$ cat src/rtl/mc_dp_pkg.sv
// Shared constants for the multi-cycle datapath: ALU ops, mux select encodings
// and MIPS instruction field positions.
package mc_dp_pkg;

    localparam logic [2:0] ALU_AND = 3'd0;
    localparam logic [2:0] ALU_OR  = 3'd1;
    localparam logic [2:0] ALU_ADD = 3'd2;
    localparam logic [2:0] ALU_XOR = 3'd3;
    localparam logic [2:0] ALU_NOR = 3'd4;
    localparam logic [2:0] ALU_SRL = 3'd5;
    localparam logic [2:0] ALU_SUB = 3'd6;
    localparam logic [2:0] ALU_SLT = 3'd7;

    localparam logic [1:0] REG_DST_RT = 2'd0;
    localparam logic [1:0] REG_DST_RD = 2'd1;
    localparam logic [1:0] REG_DST_RA = 2'd2;

    localparam logic [1:0] MEM_TO_REG_ALU = 2'd0;
    localparam logic [1:0] MEM_TO_REG_MDR = 2'd1;
    localparam logic [1:0] MEM_TO_REG_PC  = 2'd2;

    localparam logic [1:0] ALU_SRC_B_REG    = 2'd0;
    localparam logic [1:0] ALU_SRC_B_WORD   = 2'd1;
    localparam logic [1:0] ALU_SRC_B_IMM    = 2'd2;
    localparam logic [1:0] ALU_SRC_B_IMM_SH = 2'd3;

    localparam logic [1:0] PC_SRC_ALU    = 2'd0;
    localparam logic [1:0] PC_SRC_ALUOUT = 2'd1;
    localparam logic [1:0] PC_SRC_JUMP   = 2'd2;

    localparam int unsigned RS_MSB  = 25;
    localparam int unsigned RS_LSB  = 21;
    localparam int unsigned RT_MSB  = 20;
    localparam int unsigned RT_LSB  = 16;
    localparam int unsigned RD_MSB  = 15;
    localparam int unsigned RD_LSB  = 11;
    localparam int unsigned IMM_MSB = 15;
    localparam int unsigned JT_MSB  = 25;

    localparam logic [4:0] REG_RA = 5'd31;

endpackage

$ cat src/rtl/mc_reg_file.sv
// Register file: two combinational read ports, one synchronous write port,
// register 0 hard-wired to zero.
module mc_reg_file #(
    parameter int unsigned WIDTH   = 32,
    parameter int unsigned REG_NUM = 32
) (
    input  logic                       clk,
    input  logic                       rst_n,
    input  logic [$clog2(REG_NUM)-1:0] rd_addr_a,
    output logic [WIDTH-1:0]           rd_data_a,
    input  logic [$clog2(REG_NUM)-1:0] rd_addr_b,
    output logic [WIDTH-1:0]           rd_data_b,
    input  logic                       wr_en,
    input  logic [$clog2(REG_NUM)-1:0] wr_addr,
    input  logic [WIDTH-1:0]           wr_data
);

    logic [WIDTH-1:0] regs [REG_NUM];

    always_ff @(posedge clk or negedge rst_n) begin
        if (!rst_n) begin
            for (int unsigned i = 0; i < REG_NUM; i++) regs[i] <= '0;
        end else if (wr_en && (wr_addr != '0)) begin
            regs[wr_addr] <= wr_data;
        end
    end

    // No write bypass: a same-cycle read returns the old contents.
    assign rd_data_a = (rd_addr_a == '0) ? '0 : regs[rd_addr_a];
    assign rd_data_b = (rd_addr_b == '0) ? '0 : regs[rd_addr_b];

endmodule

$ cat src/rtl/multicycle_data_path.sv
// Multi-cycle MIPS datapath: PC, IR, MDR, A, B, ALUOut and register file,
// sequenced by an external microprogrammed controller over a shared memory port.
module multicycle_data_path
    import mc_dp_pkg::*;
#(
    parameter int unsigned     WIDTH    = 32,
    parameter int unsigned     REG_NUM  = 32,
    parameter logic [WIDTH-1:0] RESET_PC = '0
) (
    input  logic             clk,
    input  logic             rst,
    input  logic [WIDTH-1:0] data_in,
    input  logic             pc_write,
    input  logic             pc_write_cond,
    input  logic             branch_ne,
    input  logic             iord,
    input  logic             ir_write,
    input  logic [1:0]       reg_dst,
    input  logic [1:0]       mem_to_reg,
    input  logic             reg_write,
    input  logic             alu_src_a,
    input  logic [1:0]       alu_src_b,
    input  logic [2:0]       alu_control,
    input  logic [1:0]       pc_source,
    output logic [WIDTH-1:0] mem_addr,
    output logic [WIDTH-1:0] data_out,
    output logic [31:0]      inst_out,
    output logic [WIDTH-1:0] pc_out,
    output logic [WIDTH-1:0] alu_out,
    output logic             zero,
    output logic             overflow
);

    localparam int unsigned AW = $clog2(REG_NUM);

    logic [WIDTH-1:0] pc, mdr, a_r, b_r, alu_out_r;
    logic [31:0]      ir;
    logic [WIDTH-1:0] rd_data_a, rd_data_b, wr_data;
    logic [4:0]       rs_f, rt_f, rd_f, wr_f;
    logic [WIDTH-1:0] imm_sext, imm_sh, src_a, src_b, alu_y, jump_target, pc_next;
    logic             alu_ovf, pc_load;

    assign rs_f = ir[RS_MSB:RS_LSB];
    assign rt_f = ir[RT_MSB:RT_LSB];
    assign rd_f = ir[RD_MSB:RD_LSB];

    // Write-back address and data selection; unused codes fall back to rt / ALUOut.
    always_comb begin
        wr_f    = rt_f;
        wr_data = alu_out_r;
        case (reg_dst)
            REG_DST_RD: wr_f = rd_f;
            REG_DST_RA: wr_f = REG_RA;
            default:    wr_f = rt_f;
        endcase
        case (mem_to_reg)
            MEM_TO_REG_MDR: wr_data = mdr;
            MEM_TO_REG_PC:  wr_data = pc;
            default:        wr_data = alu_out_r;
        endcase
    end

    mc_reg_file #(
        .WIDTH  (WIDTH),
        .REG_NUM(REG_NUM)
    ) u_reg_file (
        .clk      (clk),
        .rst_n    (rst),
        .rd_addr_a(AW'(rs_f)),
        .rd_data_a(rd_data_a),
        .rd_addr_b(AW'(rt_f)),
        .rd_data_b(rd_data_b),
        .wr_en    (reg_write),
        .wr_addr  (AW'(wr_f)),
        .wr_data  (wr_data)
    );

    assign imm_sext    = {{(WIDTH-16){ir[IMM_MSB]}}, ir[IMM_MSB:0]};
    assign imm_sh      = {imm_sext[WIDTH-3:0], 2'b00};
    assign jump_target = {pc[WIDTH-1:28], ir[JT_MSB:0], 2'b00};
    assign src_a       = alu_src_a ? a_r : pc;

    always_comb begin
        src_b = b_r;
        case (alu_src_b)
            ALU_SRC_B_WORD: src_b = WIDTH'(WIDTH / 8);
            ALU_SRC_B_IMM:  src_b = imm_sext;
            ALU_SRC_B_IMM_SH: src_b = imm_sh;
            default:        src_b = b_r;
        endcase
    end

    // ALU; overflow is only meaningful for signed add and subtract.
    always_comb begin
        alu_y   = '0;
        alu_ovf = 1'b0;
        case (alu_control)
            ALU_AND: alu_y = src_a & src_b;
            ALU_OR:  alu_y = src_a | src_b;
            ALU_ADD: begin
                alu_y   = src_a + src_b;
                alu_ovf = (src_a[WIDTH-1] == src_b[WIDTH-1]) && (alu_y[WIDTH-1] != src_a[WIDTH-1]);
            end
            ALU_XOR: alu_y = src_a ^ src_b;
            ALU_NOR: alu_y = ~(src_a | src_b);
            ALU_SRL: alu_y = src_a >> src_b[4:0];
            ALU_SUB: begin
                alu_y   = src_a - src_b;
                alu_ovf = (src_a[WIDTH-1] != src_b[WIDTH-1]) && (alu_y[WIDTH-1] != src_a[WIDTH-1]);
            end
            default: alu_y = WIDTH'($signed(src_a) < $signed(src_b));
        endcase
    end

    assign zero = (alu_y == '0);

    always_comb begin
        pc_next = alu_out_r;
        case (pc_source)
            PC_SRC_ALU:  pc_next = alu_y;
            PC_SRC_JUMP: pc_next = jump_target;
            default:     pc_next = alu_out_r;
        endcase
    end

    assign pc_load = pc_write | (pc_write_cond & (zero ^ branch_ne));

    always_ff @(posedge clk or negedge rst) begin
        if (!rst) begin
            pc        <= RESET_PC;
            ir        <= '0;
            mdr       <= '0;
            a_r       <= '0;
            b_r       <= '0;
            alu_out_r <= '0;
        end else begin
            mdr       <= data_in;
            a_r       <= rd_data_a;
            b_r       <= rd_data_b;
            alu_out_r <= alu_y;
            if (ir_write) ir <= data_in[31:0];
            if (pc_load)  pc <= pc_next;
        end
    end

    assign mem_addr = iord ? alu_out_r : pc;
    assign data_out = b_r;
    assign inst_out = ir;
    assign pc_out   = pc;
    assign alu_out  = alu_y;
    assign overflow = alu_ovf;

endmodule
$ cat config.mk
export PLATFORM = sky130hd
export DESIGN_NAME = multicycle_data_path
export DESIGN_NICKNAME = d
export VERILOG_FILES = /design/src/rtl/mc_dp_pkg.sv /design/src/rtl/mc_reg_file.sv /design/src/rtl/multicycle_data_path.sv
export SDC_FILE = /design/constraint.sdc
export NUM_CORES = 2
export LEC_CHECK = 0
export CELL_PAD_IN_SITES_DETAIL_PLACEMENT = 0
export CELL_PAD_IN_SITES_GLOBAL_PLACEMENT = 1
export CORE_MARGIN = 2
export CORE_UTILIZATION = 52
export CTS_CLUSTER_DIAMETER = 80
export DETAILED_ROUTE_END_ITERATION = 6
export MAX_ROUTING_LAYER = met4
export PLACE_DENSITY = 0.78
export RECOVER_POWER = 50
export SLEW_MARGIN = 40
export SYNTH_ARGS = -nofsm -noshare
export SYNTH_HDL_FRONTEND = slang
export SYNTH_HIERARCHICAL = 1
export SYNTH_SLANG_ARGS = --single-unit
$ cat constraint.sdc
create_clock -name clk -period 7.1 [get_ports clk]
set_input_delay 0.71 -clock clk [delete_from_list [all_inputs] [get_ports clk]]
set_output_delay 0.71 -clock clk [all_outputs]
set_load 0.01 [all_outputs]
## Word-level counts from Yosys, hierarchy flattened

Cells that the tools add are included.

| storage, ports and cells | value |
|---|---|
| register bits | 1216 |
| output and inout bits | 162 |

| operators by class | value |
|---|---|
| eq/ne operators | 18 |
| shift operators | 1 |
| reductions and logical operators | 11 |
| magnitude comparators | 5 |
| bitwise operators | 11 |
| $add $sub $neg | 2 |
| muxes and demuxes | 19 |

Operator list:

| operator | number |
|---|---|
| bitwise mux 1024 bit | 1 |
| binary-select mux 32 bit (select 5 bit) | 2 |
| two-way mux 32 bit | 9 |
| case mux 32 bit (7 select lines) | 1 |
| demux 32 bit (select 5 bit) | 1 |
| case mux 32 bit (2 select lines) | 2 |
| case mux 32 bit (3 select lines) | 1 |
| adder 32 bit | 1 |
| AND 32 bit | 1 |
| logical NOT 32 bit | 1 |
| < comparator 32 bit | 1 |
| inverter 32 bit | 1 |
| OR 32 bit | 1 |
| >> shifter 32 x 5 -> 32 bit | 1 |
| subtractor 32 bit | 1 |
| XOR 32 bit | 1 |
| greater-or-equal comparator 6 bit (second input constant) | 3 |
| inverter 5 -> 6 bit | 3 |
| equality test 2 bit (second input constant) | 5 |
| logical NOT 5 bit | 2 |
| case mux 5 bit (2 select lines) | 1 |
| equality test 3 bit (second input constant) | 3 |
| equality test 2 x 1 -> 1 bit (second input constant) | 3 |
| equality test 3 x 2 -> 1 bit (second input constant) | 2 |
| other kinds (14) | 19 |

## Logic depth before layout (Yosys ltp)

| logic depth | value |
|---|---|
| depth in word-level cells | 10 |
| depth in mapped cells | 23 |
| gate-level depth less buffers | 19 |

## By module

The synthesis kept the hierarchy.

By module, submodules not included:

| module | area each (um^2) | times used | cells each | seq. area each (um^2) |
|---|---|---|---|---|
| mc_reg_file | 54054.3 | 1 | 3538 | 25624.6 |
| multicycle_data_path | 17276.6 | 1 | 2039 | 4804.6 |

## Worst setup path before layout

OpenSTA, ideal clock, no wires.

| path | value |
|---|---|
| path kind | in2reg |
| from | input alu_src_b[0] |
| to | register pc[10] (netlist: pc_out[10]) |
| library setup time | 0.127 ns |
| slack | 0.787 ns |
| arrival | 6.186 ns |
| cell stages on the path | 22 |
| cells stage by stage | buf_4 > clkbuf_1 > buf_2 > clkbuf_1 > clkbuf_1 > nand3_1 > o21ai_0 > ha_1 > clkbuf_1 > nor3_1 > nand2_1 > or4_4 > and3_1 > o22ai_1 > o2111ai_1 > nor3_1 > nand4b_1 > or4b_4 > or4_4 > nand3_4 > buf_6 > mux2_1 |

| on the way | value |
|---|---|
| longest elaborated chain between the ends | 9 |

Ends and longest elaborated chain:

| what | RTL line | text |
|---|---|---|
| start, declared | multicycle_data_path.sv:22 | `input logic [1:0] alu_src_b,` |
| equality test 2 bit or equality test 2 x 1 -> 1 bit (tied branches) | multicycle_data_path.sv:85 | `case (alu_src_b)` |
| case mux 32 bit (3 select lines) (*) | multicycle_data_path.sv:85 |  |
| branches (longest 2 deep; another with subtractor 32 bit) | -- |  |
| case mux 32 bit (7 select lines) (*) | multicycle_data_path.sv:97 | `case (alu_control)` |
| named net alu_out[12] | multicycle_data_path.sv:29 | `output logic [WIDTH-1:0] alu_out,` |
| logical NOT 32 bit (*) | multicycle_data_path.sv:115 | `assign zero = (alu_y == '0);` |
| XOR 1 bit (*) | multicycle_data_path.sv:126 | `assign pc_load = pc_write \| (pc_write_cond & (zero ^ branch_ne));` |
| AND 1 bit (*) | multicycle_data_path.sv:126 |  |
| OR 1 bit (*) | multicycle_data_path.sv:126 |  |
| end signal, assigned | multicycle_data_path.sv:142 | `if (pc_load) pc <= pc_next;` |
| end, declared | multicycle_data_path.sv:36 | `logic [WIDTH-1:0] pc, mdr, a_r, b_r, alu_out_r;` |

Mark *: on every way through the listed nets, which the timed path passes.
A chain may end at the register's enable or synchronous reset.

## Worst setup path in the final report

| path | value |
|---|---|
| from | input alu_src_a |
| to | output zero |

| on the way | value |
|---|---|
| longest elaborated chain between the ends | 5 |

Ends and longest elaborated chain:

| what | RTL line | text |
|---|---|---|
| start, declared | multicycle_data_path.sv:21 | `input logic alu_src_a,` |
| two-way mux 32 bit (*) | multicycle_data_path.sv:81 | `assign src_a = alu_src_a ? a_r : pc;` |
| branches (longest 2 deep; another with subtractor 32 bit) | -- |  |
| case mux 32 bit (7 select lines) (*) | multicycle_data_path.sv:97 |  |
| logical NOT 32 bit (*) | multicycle_data_path.sv:115 |  |
| end, declared | multicycle_data_path.sv:30 | `output logic zero,` |

Every way passes the cells marked *.

==> flow_summary.html <==
<table>
<tr><th>Metric</th><th>Value</th></tr>
<tr><th colspan="2">Timing</th></tr>
<tr><td>Worst max-slew margin expressed relative to the limit</td><td>-108%</td></tr>
<tr><td>Share of the cycle needed by the critical path after routing</td><td>98.6%</td></tr>
<tr><td>Measured slew at the worst slew-check pin</td><td>3130 ps</td></tr>
<tr><td>Clk_skew</td><td>43.1 ps</td></tr>
<tr><td>Post-layout min period</td><td>7000 ps</td></tr>
<tr><td>Final Hold Fails</td><td>0</td></tr>
<tr><td>Timing-limited maximum frequency</td><td>0.143 GHz</td></tr>
<tr><td>Setup TNS</td><td>0 ps</td></tr>
<tr><td>Final Setup Violations</td><td>0</td></tr>
<tr><td>Number of max-slew violations in the final report</td><td>roughly 390</td></tr>
<tr><td>RSZ-0062 raised after global routing</td><td>false</td></tr>
<tr><th colspan="2">Synth</th></tr>
<tr><td>Post-Synthesis Net Count</td><td>5731</td></tr>
<tr><td>Number of flip-flops and latches in the synthesized netlist</td><td>1216</td></tr>
<tr><td>Area contributors post-synth</td><td>sky130_fd_sc_hd__dfrtp_1 (43%), sky130_fd_sc_hd__mux2_2 (17%), sky130_fd_sc_hd__mux4_2 (15%)</td></tr>
<tr><td>Cell accounting for the most synthesized area</td><td>sky130_fd_sc_hd__dfrtp_1</td></tr>
<tr><td>Most used flip-flop cell after synthesis</td><td>sky130_fd_sc_hd__dfrtp_1</td></tr>
<tr><td>Share of async-settable or async-resettable flops after synthesis</td><td>100%</td></tr>
<tr><td>Warnings, synthesis</td><td>6</td></tr>
<tr><td>Number of enable-type register cells in the synthesized netlist</td><td>0</td></tr>
<tr><td>Post-Synthesis Cell Area</td><td>71300 µm²</td></tr>
<tr><td>Post-synthesis area per instance</td><td>12.8 µm²</td></tr>
<tr><td>Number of different library cells in the post-synthesis netlist</td><td>104</td></tr>
<tr><td>Synth Instances</td><td>5577</td></tr>
<tr><td>Area fraction of the dominant cell type after synthesis</td><td>42.7%</td></tr>
<tr><td>Sequential area share after synthesis</td><td>42.7%</td></tr>
<tr><th colspan="2">Floorplan</th></tr>
<tr><td>Width of the die</td><td>approximately 370 µm</td></tr>
<tr><td>Number of standard-cell rows in the floorplan</td><td>~140</td></tr>
<tr><td>Initial Utilization</td><td>approximately 53%</td></tr>
<tr><td>Die outline height</td><td>374 µm</td></tr>
<tr><td>I/O pin count</td><td>214</td></tr>
<tr><td>Die Area</td><td>140000 µm²</td></tr>
<tr><td>Core box area</td><td>136000 µm²</td></tr>
<tr><th colspan="2">Critical path</th></tr>
<tr><td>Launching element type of the critical path</td><td>input pin</td></tr>
<tr><td>Data required time of the worst path</td><td>6390 ps</td></tr>
<tr><td>Worst-path fanout max</td><td>13</td></tr>
<tr><td>Crit Path Class</td><td>in -&gt; out</td></tr>
<tr><td>Worst setup EP type</td><td>output port</td></tr>
<tr><td>Arr. time, crit path</td><td>6290 ps</td></tr>
<tr><th colspan="2">Routing</th></tr>
<tr><td>DRC Markers</td><td>0</td></tr>
<tr><td>Via-per-instance ratio</td><td>between 7 and 8</td></tr>
<tr><td>Vias post-DR</td><td>53600</td></tr>
<tr><td>Antenna Nets Post-Route</td><td>0</td></tr>
<tr><td>Number of detailed-routing iterations run before antenna repair</td><td>6</td></tr>
<tr><td>Total wirelength of the detailed-routed design</td><td>274 mm</td></tr>
<tr><td>Detailed router's first-iteration violation count</td><td>5819</td></tr>
<tr><td>Routed wire per std cell</td><td>roughly 36 µm</td></tr>
<tr><th colspan="2">Clocking</th></tr>
<tr><td>Number of buffers created by CTS</td><td>136</td></tr>
<tr><td>Clock Root Buffer</td><td>sky130_fd_sc_hd__clkbuf_16</td></tr>
<tr><td>Clock net sink count</td><td>1216</td></tr>
<tr><td>CTS tree</td><td>yes</td></tr>
<tr><td>Post-CTS setup buffer count</td><td>0</td></tr>
<tr><td>H-tree level count</td><td>4</td></tr>
<tr><td>Buffer depth of the longest clock path</td><td>3</td></tr>
<tr><td>Skew-Pair Late Insertion Delay</td><td>about 770 ps</td></tr>
<tr><td>Clock-pin transition on the worst setup and hold timing paths</td><td>~60 ps</td></tr>
<tr><th colspan="2">Hold path</th></tr>
<tr><td>Worst Hold Class</td><td>reg -&gt; reg</td></tr>
<tr><th colspan="2">Power and ir drop</th></tr>
<tr><td>Switching power as a share of total power</td><td>37.3%</td></tr>
<tr><td>Maximum vdd ir drop</td><td>0.000204 V</td></tr>
<tr><td>Sequential power share</td><td>36.3%</td></tr>
<tr><td>Logic pwr share</td><td>40.2%</td></tr>
<tr><td>Internal power component</td><td>19300 µW</td></tr>
<tr><td>Portion of total power attributed to the clock network</td><td>23.5%</td></tr>
<tr><td>Total net switching power</td><td>11500 µW</td></tr>
<tr><td>Pwr/cell area</td><td>approximately 380 nW/µm²</td></tr>
<tr><td>Total Power Consumption</td><td>30800 µW</td></tr>
<tr><td>Leakage dissipation</td><td>0.0361 µW</td></tr>
<tr><th colspan="2">Layout</th></tr>
<tr><td>Layout cells sized above 1</td><td>39.8%</td></tr>
<tr><td>Utilization of the core after routing</td><td>59.9%</td></tr>
<tr><td>Multi-input gate area</td><td>38400 µm²</td></tr>
<tr><td>Post-layout nets</td><td>5875</td></tr>
<tr><td>Fillers</td><td>10900</td></tr>
<tr><td>Synth-to-Final Area Change</td><td>14.1%</td></tr>
<tr><td>Storage element area</td><td>around 30000 µm²</td></tr>
<tr><th colspan="2">Placement</th></tr>
<tr><td>Port Buffer Count</td><td>213</td></tr>
<tr><td>HPWL after DPL</td><td>186 mm</td></tr>
<tr><td>GPL Wtd Cong</td><td>between 1 and 1.5</td></tr>
<tr><th colspan="2">Global route</th></tr>
<tr><td>Pin count of the biggest net entering global routing</td><td>157</td></tr>
<tr><td>Congestion Overflow GR</td><td>0</td></tr>
<tr><td>Number of antenna violations at the first check in global routing</td><td>15</td></tr>
<tr><td>Wire length of the first global-routing pass</td><td>395 mm</td></tr>
<tr><td>Via count of the first global-routing pass</td><td>54800</td></tr>
<tr><td>GRT Total Usage</td><td>between 40% and 50%</td></tr>
<tr><th colspan="2">Run status</th></tr>
<tr><td>Failing checks</td><td>capacitance limit, slew limit</td></tr>
<tr><td>Status</td><td>finished with violations</td></tr>
<tr><th colspan="2">Flow run</th></tr>
<tr><td>Max_cap viols</td><td>6</td></tr>
</table>
## metrics by stage
stage,std cells,area (µm²),hold slack [ps],worst slack (ps)
finish,7612,81400,397,103
global route,7611,81400,410,15.6
global placement,7347,76400,378,-357
floorplan,5577,71300,414,787
CTS,7603,81300,380,122
detailed placement,7360,76700,385,-5.21
## cells by family (layout without fill, tap and decap cells)
logic type	Yosys count	count (layout)	share of synthesized area, %
AND/OR/NAND/NOR	683	683	4.67
flip-flops	1216	1216	42.7
adder cells (fa/ha/maj)	102	102	1.80
XOR/XNOR	23	23	0.282
AO/OA/AOI/OAI	993	993	9.86
other	0	6	0
multiplexers	1868	1868	36.4
buffers and inverters	692	940	4.32
## registers in the layout (all words and copies together), names as in the netlist
signal	count
a_r	32
alu_out_r	32
data_out	32
inst_out	32
mdr	32
pc_out	32
u_reg_file/regs	1024
## synth_stat cells (all sizes together) (29+ instances only)
cell type,count
o211ai,51
ha,101
clkbuf,306
a22oi,75
mux2,1134
dfrtp,1216
nor3,99
a22o,70
nand2,198
mux4,464
mux2i,270
nor2,135
a211oi,43
nand3,68
buf,267
o21ai,188
a21oi,135
a2111oi,67
a21o,29
nor4,29
o22ai,108
nor2b,37
inv,115
## final timing paths
check	startpoint	to	slack, ps	cells after the start
worst max-delay path	alu_src_a	zero	100	18
worst min-delay path	u_reg_file/regs[1021]	u_reg_file/regs[1021]	400	0
worst max register to register	pc_out[22]	pc_out[16]	900	18
worst min register to register	u_reg_file/regs[1021]	u_reg_file/regs[1021]	400	0
max in group asynchronous	rst	u_reg_file/regs[687]	1070	4
min in group asynchronous	rst	u_reg_file/regs[73]	1350	2
## metal layers
metal  GRT usage [%]  up-vias  wire length (µm)
met5               -        -                 0
met4            22.1        0             17600
met3            7.72      847             22300
met2            62.2     2849            130000
met1            49.5    28200            104000
li1                -    21800                 -
## repair_timing
| item | 4_1_cts | 5_1_grt |
|---|---|---|
| endpoints found under the setup margin | 1 | 1 |
| hold buffers | 1 | 0 |
| hold endpoints to repair | 1 | 0 |
| gates resized for setup | 1 | 9 |
| pin swaps | 0 | 2 |
## layout make-up
cell class / instances / share of cell area, %
inverters: 119 / 0.549
repair buffers: 579 / 6.43
multi-input cells: 3669 / 47.2
clock inverters: 32 / 0.636
clock buffers: 210 / 5.03
diodes: 6 / 0.0184
well taps: 1781 / 2.74
flip-flops and latches: 1216 / 37.4
## critical path, stage by stage
cell	delay, ps
sky130_fd_sc_hd__buf_2	220
sky130_fd_sc_hd__buf_12	170
sky130_fd_sc_hd__buf_12	170
sky130_fd_sc_hd__mux2i_2	460
sky130_fd_sc_hd__inv_1	300
sky130_fd_sc_hd__ha_2	580
sky130_fd_sc_hd__nand4_1	230
sky130_fd_sc_hd__nor3_1	300
sky130_fd_sc_hd__inv_1	170
sky130_fd_sc_hd__a211oi_2	510
sky130_fd_sc_hd__or2_2	250
sky130_fd_sc_hd__o311ai_0	140
sky130_fd_sc_hd__o22a_1	250
sky130_fd_sc_hd__a211oi_1	240
sky130_fd_sc_hd__nand4b_1	150
sky130_fd_sc_hd__or4b_4	570
sky130_fd_sc_hd__nor3_1	220
sky130_fd_sc_hd__clkdlybuf4s50_1	610
## power by group through the flow
stage / registers, µW / logic [µW] / clock network (µW)
4_1_cts: 11100 / 12200 / 7300
3_3_place_gp: 11100 / 11900 / 0
6_report: 11200 / 12400 / 7230
3_5_place_dp: 11200 / 12100 / 0
2_1_floorplan: 10400 / 7630 / 0
5_1_grt: 11400 / 13000 / 7610
## cell usage in the layout, fill, tap and decap left out, types with 56 or more instances in the layout
cell                              synthesis  final
sky130_fd_sc_hd__dfrtp_1               1216   1208
sky130_fd_sc_hd__mux2_2                1098   1098
sky130_fd_sc_hd__mux4_2                 464    464
sky130_fd_sc_hd__buf_4                   20    317
sky130_fd_sc_hd__mux2i_1                263    261
sky130_fd_sc_hd__nand2_1                197    186
sky130_fd_sc_hd__o21ai_0                178    142
sky130_fd_sc_hd__clkdlybuf4s50_1          0    142
sky130_fd_sc_hd__clkbuf_16                0    139
sky130_fd_sc_hd__a21oi_1                134    134
sky130_fd_sc_hd__nor2_1                 135    120
sky130_fd_sc_hd__o22ai_1                108    108
sky130_fd_sc_hd__inv_1                  106    105
sky130_fd_sc_hd__ha_1                   101     97
sky130_fd_sc_hd__nor3_1                  99     86
sky130_fd_sc_hd__a22oi_1                 75     75
sky130_fd_sc_hd__a22o_1                  70     70
sky130_fd_sc_hd__nand3_1                 67     65
sky130_fd_sc_hd__dlygate4sd3_1            0     64
sky130_fd_sc_hd__a2111oi_0               66     56
Power figures use the tool's default switching activity.
